<file path="config.mk">
export PLATFORM = sky130hd
export DESIGN_NAME = car_sprite_render_flat
export DESIGN_NICKNAME = d
export VERILOG_FILES = /design/src/rtl/car_sprite_render_if.sv /design/src/rtl/car_sprite_render.sv /design/src/flat_wrapper.sv
export SDC_FILE = /design/constraint.sdc
export NUM_CORES = 1
export LEC_CHECK = 0
export ABC_AREA = 1
export CAP_MARGIN = 25
export CORE_AREA = 2 2 102 104
export CTS_CLUSTER_SIZE = 8
export DETAILED_ROUTE_END_ITERATION = 8
export DIE_AREA = 0 0 104 106
export HOLD_SLACK_MARGIN = 0.08
export PLACE_DENSITY = 0.9
export REMOVE_ABC_BUFFERS = 1
export SETUP_SLACK_MARGIN = 0.1
export SLEW_MARGIN = 20
export SYNTH_ARGS = -nofsm -noshare
export SYNTH_HDL_FRONTEND = slang
export SYNTH_SLANG_ARGS = --single-unit
</file>
<file path="constraint.sdc">
create_clock -name clk -period 3.2 [get_ports clk]
set_input_delay 0.48 -clock clk [delete_from_list [all_inputs] [get_ports clk]]
set_output_delay 0.48 -clock clk [all_outputs]
set_load 0.01 [all_outputs]
</file>
<file path="src/rtl/car_sprite_render_if.sv">
// Pixel-stream and register-port bundle for car_sprite_render.
// The master side drives the pixel stream, register writes and LUT data; the slave side is the renderer.
interface car_sprite_if #(
   parameter int DATA_WIDTH = 12,
   parameter int ADDR_WIDTH = 10
);
   logic [10:0]           x;
   logic [10:0]           y;
   logic [DATA_WIDTH-1:0] si_rgb;
   logic                  wr_en;
   logic [1:0]            wr_addr;
   logic [31:0]           wr_data;
   logic [ADDR_WIDTH-1:0] sprite_addr;
   logic [DATA_WIDTH-1:0] pix_f1;
   logic [DATA_WIDTH-1:0] pix_f2;
   logic [DATA_WIDTH-1:0] rgb_out;

   modport master (
      output x, y, si_rgb, wr_en, wr_addr, wr_data, pix_f1, pix_f2,
      input  sprite_addr, rgb_out
   );

   modport slave (
      input  x, y, si_rgb, wr_en, wr_addr, wr_data, pix_f1, pix_f2,
      output sprite_addr, rgb_out
   );
endinterface

</file>
<file path="src/rtl/car_sprite_render.sv">
// Two-stage car sprite compositor with chroma key and two-frame animation.
// Optional feature macro: CAR_MIRROR_EN (dir=1 mirrors the sprite horizontally).
module car_sprite_render #(
   parameter int DATA_WIDTH = 12,
   parameter int ADDR_WIDTH = 10,
   parameter int ANIM_DIV   = 8
) (
   input  logic         clk,
   input  logic         rst,
   car_sprite_if.slave  vid_io
);
   localparam int CNT_W = ($clog2(ANIM_DIV) > 3) ? $clog2(ANIM_DIV) : 3;
   localparam logic [CNT_W-1:0]      CNT_LAST = CNT_W'(ANIM_DIV - 1);
   localparam logic [DATA_WIDTH-1:0] KEY_RST  = DATA_WIDTH'(12'hF0F);

   logic [10:0]           x0_q, x0_d, y0_q, y0_d;
   logic [10:0]           x0_sh_q, x0_sh_d, y0_sh_q, y0_sh_d;
   logic                  en_q, en_d, moving_q, moving_d, dir_q, dir_d;
   logic [DATA_WIDTH-1:0] key_q, key_d;
   logic [CNT_W-1:0]      cnt_q, cnt_d;
   logic                  frame_sel_q, frame_sel_d;
   logic                  at_origin_q;
   logic                  hit_d1_q, frame_sel_d1_q;
   logic [DATA_WIDTH-1:0] si_rgb_d1_q;
   logic [DATA_WIDTH-1:0] rgb_out_q, rgb_out_d;

   logic                  at_origin, frame_start, hit;
   logic [11:0]           x_ext, y_ext, x0_ext, y0_ext;
   logic [10:0]           dx, dy;
   logic [4:0]            col;
   logic [DATA_WIDTH-1:0] pix;

   // Only the first clock at the origin counts, so a stalled (0,0) is one frame start.
   assign at_origin   = (vid_io.x == 11'd0) && (vid_io.y == 11'd0);
   assign frame_start = at_origin && !at_origin_q;

   // Box bounds are compared at 12 bits so x0+32 never wraps near the raster edge.
   assign x_ext  = {1'b0, vid_io.x};
   assign y_ext  = {1'b0, vid_io.y};
   assign x0_ext = {1'b0, x0_q};
   assign y0_ext = {1'b0, y0_q};
   assign hit    = en_q
                && (x_ext >= x0_ext) && (x_ext < x0_ext + 12'd32)
                && (y_ext >= y0_ext) && (y_ext < y0_ext + 12'd32);

   assign dx = vid_io.x - x0_q;
   assign dy = vid_io.y - y0_q;

`ifdef CAR_MIRROR_EN
   assign col = dir_q ? (5'd31 - dx[4:0]) : dx[4:0];
`else
   assign col = dx[4:0];
`endif

   assign vid_io.sprite_addr = ADDR_WIDTH'({dy[4:0], col});

   logic unused_bits;
   assign unused_bits = ^{dx[10:5], dy[10:5], dir_q, vid_io.wr_data};

   always_comb begin
      x0_d        = x0_q;
      y0_d        = y0_q;
      x0_sh_d     = x0_sh_q;
      y0_sh_d     = y0_sh_q;
      en_d        = en_q;
      moving_d    = moving_q;
      dir_d       = dir_q;
      key_d       = key_q;
      cnt_d       = cnt_q;
      frame_sel_d = frame_sel_q;

      // Animation uses the registered moving bit, so a same-cycle ctrl write lands afterwards.
      if (frame_start) begin
         x0_d = x0_sh_q;
         y0_d = y0_sh_q;
         if (moving_q) begin
            if (cnt_q == CNT_LAST) begin
               cnt_d       = '0;
               frame_sel_d = ~frame_sel_q;
            end else begin
               cnt_d = cnt_q + 1'b1;
            end
         end
      end

      if (vid_io.wr_en) begin
         case (vid_io.wr_addr)
            2'd0: x0_sh_d = vid_io.wr_data[10:0];
            2'd1: y0_sh_d = vid_io.wr_data[10:0];
            2'd2: {dir_d, moving_d, en_d} = vid_io.wr_data[2:0];
            default: key_d = vid_io.wr_data[DATA_WIDTH-1:0];
         endcase
      end
   end

   // LUT data for the stage-1 pixel arrives during stage 2.
   assign pix       = frame_sel_d1_q ? vid_io.pix_f2 : vid_io.pix_f1;
   assign rgb_out_d = (hit_d1_q && (pix != key_q)) ? pix : si_rgb_d1_q;

   always_ff @(posedge clk or posedge rst) begin
      if (rst) begin
         x0_q           <= '0;
         y0_q           <= '0;
         x0_sh_q        <= '0;
         y0_sh_q        <= '0;
         en_q           <= 1'b0;
         moving_q       <= 1'b0;
         dir_q          <= 1'b0;
         key_q          <= KEY_RST;
         cnt_q          <= '0;
         frame_sel_q    <= 1'b0;
         at_origin_q    <= 1'b0;
         hit_d1_q       <= 1'b0;
         frame_sel_d1_q <= 1'b0;
         si_rgb_d1_q    <= '0;
         rgb_out_q      <= '0;
      end else begin
         x0_q           <= x0_d;
         y0_q           <= y0_d;
         x0_sh_q        <= x0_sh_d;
         y0_sh_q        <= y0_sh_d;
         en_q           <= en_d;
         moving_q       <= moving_d;
         dir_q          <= dir_d;
         key_q          <= key_d;
         cnt_q          <= cnt_d;
         frame_sel_q    <= frame_sel_d;
         at_origin_q    <= at_origin;
         hit_d1_q       <= hit;
         frame_sel_d1_q <= frame_sel_q;
         si_rgb_d1_q    <= vid_io.si_rgb;
         rgb_out_q      <= rgb_out_d;
      end
   end

   assign vid_io.rgb_out = rgb_out_q;
endmodule

</file>
<file path="src/flat_wrapper.sv">
// flat-port wrapper written by rule: the top's interface ports become plain ports
module car_sprite_render_flat 
#(
   parameter int DATA_WIDTH = 12,
   parameter int ADDR_WIDTH = 10,
   parameter int ANIM_DIV   = 8
)
  (clk, rst, vid_io_x, vid_io_y, vid_io_si_rgb, vid_io_wr_en, vid_io_wr_addr, vid_io_wr_data, vid_io_pix_f1, vid_io_pix_f2, vid_io_sprite_addr, vid_io_rgb_out);
  car_sprite_if #(.DATA_WIDTH(DATA_WIDTH), .ADDR_WIDTH(ADDR_WIDTH)) vid_io_i ();
  input  logic clk;
  input  logic rst;
  input wire logic [$bits(vid_io_i.x)-1:0] vid_io_x;
  input wire logic [$bits(vid_io_i.y)-1:0] vid_io_y;
  input wire logic [$bits(vid_io_i.si_rgb)-1:0] vid_io_si_rgb;
  input wire logic [$bits(vid_io_i.wr_en)-1:0] vid_io_wr_en;
  input wire logic [$bits(vid_io_i.wr_addr)-1:0] vid_io_wr_addr;
  input wire logic [$bits(vid_io_i.wr_data)-1:0] vid_io_wr_data;
  input wire logic [$bits(vid_io_i.pix_f1)-1:0] vid_io_pix_f1;
  input wire logic [$bits(vid_io_i.pix_f2)-1:0] vid_io_pix_f2;
  output wire logic [$bits(vid_io_i.sprite_addr)-1:0] vid_io_sprite_addr;
  output wire logic [$bits(vid_io_i.rgb_out)-1:0] vid_io_rgb_out;
  assign vid_io_i.x = vid_io_x;
  assign vid_io_i.y = vid_io_y;
  assign vid_io_i.si_rgb = vid_io_si_rgb;
  assign vid_io_i.wr_en = vid_io_wr_en;
  assign vid_io_i.wr_addr = vid_io_wr_addr;
  assign vid_io_i.wr_data = vid_io_wr_data;
  assign vid_io_i.pix_f1 = vid_io_pix_f1;
  assign vid_io_i.pix_f2 = vid_io_pix_f2;
  assign vid_io_sprite_addr = vid_io_i.sprite_addr;
  assign vid_io_rgb_out = vid_io_i.rgb_out;
  car_sprite_render #(.DATA_WIDTH(DATA_WIDTH), .ADDR_WIDTH(ADDR_WIDTH), .ANIM_DIV(ANIM_DIV)) u_core (.clk(clk), .rst(rst), .vid_io(vid_io_i));
endmodule
</file>
==> metrics.txt <==
synth top area cells dfrtp_1, nand2_1, ha_1, o21ai_0, inv_1; diodes inserted 0; number of synthesized register bits 89; largest net degree at the start of global routing 47; clock sink count 89; Clock Tree Buf Depth 2; dpl ws 0.0796 ns; actual slew at the worst max-slew pin 0.728 ns; DRT Pass-1 Iters 5; leak pwr 3.04 nW; Clk pin slew, worst setup/hold paths 0.09 ns; Post-Syn Area 4820 µm²; WP depth 7; final-report setup violation count 0; Nets roughly 800; TritonCTS clock tree yes; top cell type by total area after synthesis dfrtp_1; post-CTS setup buffers 0; syn avg cell area roughly 8.1 µm²; R2R cell count 10; clk_skew about 0.013 ns; Max Cap Violations 0; post-synthesis sequential area ratio 0.464; worst r2r src u_core.frame_sel_d1_q; grt ovf 0; fin crit period 3.01 ns; initial core utilization 0.482; Tot GR Track Use 0.222; hold crit path type reg -> reg; cell at the root of the clock tree clkbuf_8; Layout area overhead 26.4%; gpl congestion 0.872; Cell variety after synth 29; Pwr Density 395 nW/µm²; clock latency on the worst-skew pair 0.37 ns; Die W 104 µm; beginning of the critical path vid_io_y[0]; fraction of layout instances using a drive strength above 1 0.0461; period utilisation layout 0.941; synth warn 0; antenna violations before repair 0; cell count after synthesis 593; count leader, synth nand2_1; Multi-input gate area 2280 µm²; vias per cell a little over 5; outcome finished clean; Yosys top cell area share 0.420; worst reg2reg endpoint u_core.vid_io.rgb_out[5]; most used flip-flop cell after synthesis dfrtp_1; max-slew violations 0; antenna viol nets, final 0; Max Fclk 332 MHz; first-pass GRT wire length 19700 µm; CP Buf/Inv Count 3; row count 37; Crit Path Class in -> out; Detailed Place HPWL a little over 9000 µm; CP Capture Type output port; Slowest-stage cell, CP clkdlybuf4s50_1; ys async rst share 1.00; die area 11000 µm²; io pins 117; Commonest cells post-synth nand2_1, dfrtp_1, o21ai_0, inv_1, nand3_1; Worst VDD drop 0.209 mV; cts bufs inserted 9; critical path fanouts, max 2; Fin Setup TNS 0 ns; CP Cell Sequence clkdlybuf4s50_1 > inv_1 > ha_1 > fa_1 > o21ai_2 > xor2_1 > clkdlybuf4s50_1; fillers roughly 830; Layout Utilization 0.610; Max-slew headroom 0.513; Final Hold Viols 0; H-tree Lvls 3; Worst Setup Start Kind primary input; Core ar. 10000 µm²; via count 4239; r2r setup slk ~0.89 ns; RSZ-0062 raised after global routing no; slowest stage delay, CP 0.56 ns; # DRC 0; cell mode on critical path clkdlybuf4s50_1; CP top delay family buffers and inverters; Iteration-0 DRC Markers ~260; CP Data Required Time 2.72 ns; port bufs 96; final wirelength 11800 µm; number of global-route vias before repair around 4300; WL per Instance 14.2 µm; die height approximately 110 µm; crit path to vid_io_sprite_addr[9]; number of synthesized flops with an enable pin 0; setup ws final 0.189 ns; FF+latch area 2240 µm²; Hold WS about 0.41 ns; Crit path arrival time 2.53 ns
==> metal layers <==
metal  global-route usage  wire length, µm
met1                0.266             4750
met2                0.404             6300
met3               0.0288              432
met5                    0                0
met4               0.0946              324
==> per-stage QoR <==
stage                     total power (W)  cells  instance area (µm²)
after floorplan                   0.00147    578                 4750
after global placement            0.00165    814                 5910
after detailed placement          0.00168    814                 5910
after CTS                         0.00241    830                 6090
after global routing              0.00251    830                 6100
final                             0.00241    830                 6100
==> worst min path at each step <==
| stage | slack [ns] | cells after the start | startpoint | to |
|---|---|---|---|---|
| 6_report | 0.41 | 0 | u_core.frame_sel_q | u_core.frame_sel_d1_q |
| 5_1_grt | 0.44 | 0 | u_core.frame_sel_q | u_core.frame_sel_d1_q |
| 4_1_cts | 0.42 | 0 | u_core.frame_sel_q | u_core.frame_sel_d1_q |
| 3_3_place_gp | 0.38 | 0 | u_core.frame_sel_q | u_core.frame_sel_d1_q |
| 2_1_floorplan | 0.37 | 0 | u_core.frame_sel_q | u_core.frame_sel_d1_q |
| 3_5_place_dp | 0.39 | 0 | u_core.frame_sel_q | u_core.frame_sel_d1_q |
==> flip-flops by register name, summed over array words and instances, names as in the netlist <==
register	flops
u_core.vid_io.rgb_out	12
u_core.y0_sh_q	11
u_core.x0_sh_q	11
u_core.at_origin_q	1
u_core.frame_sel_d1_q	1
u_core.si_rgb_d1_q	12
u_core.en_q	1
u_core.y0_q	11
u_core.frame_sel_q	1
u_core.x0_q	11
u_core.hit_d1_q	1
u_core.moving_q	1
u_core.cnt_q	3
u_core.key_q	12
==> final cells by class <==
type	instances	area share
multi-input combinational	427	0.374
sequential	89	0.367
timing repair buffer	100	0.163
inverter	62	0.0384
tap	136	0.0279
clock buffer	13	0.0228
clock inverter	3	0.00718
==> cells in the final DEF, fill, tap and decap left out, drive strengths merged, types with 5 or more instances in the layout <==
cell	synthesis	final
nand2	197	197
nor2	32	32
nand3b	10	10
clkdlybuf4s50	0	96
a21oi	15	15
dfstp	8	8
xor2	11	11
ha	38	38
clkbuf	10	13
nand3	40	40
dfrtp	81	81
o21ai	65	65
inv	62	61
nor3	5	5
==> logic make-up after synthesis <==
kind of cell / synth area share
AO/OA/AOI/OAI: 0.0892
XOR/XNOR: 0.0272
adder cells (fa/ha/maj): 0.107
buffers and inverters: 0.0641
flip-flops: 0.464
multiplexers: 0.00233
AND/OR/NAND/NOR: 0.246
==> report_power, final <==
group	switching [W]	leakage (nW)	internal, W	total (W)
Sequential	0.0000542	1.01	0.00122	0.00128
Clock	0.000389	0.0916	0.000363	0.000753
Combinational	0.000181	1.93	0.000196	0.000377
Total	0.000625	3.04	0.00178	0.00241
==> what timing repair did <==
| item | in CTS | in global routing |
|---|---|---|
| setup endpoints to repair | 1 | 1 |
| hold buffers | 0 | 0 |
| gates resized for setup | 1 | 1 |
Note: power is estimated with default switching activity, not from simulation.
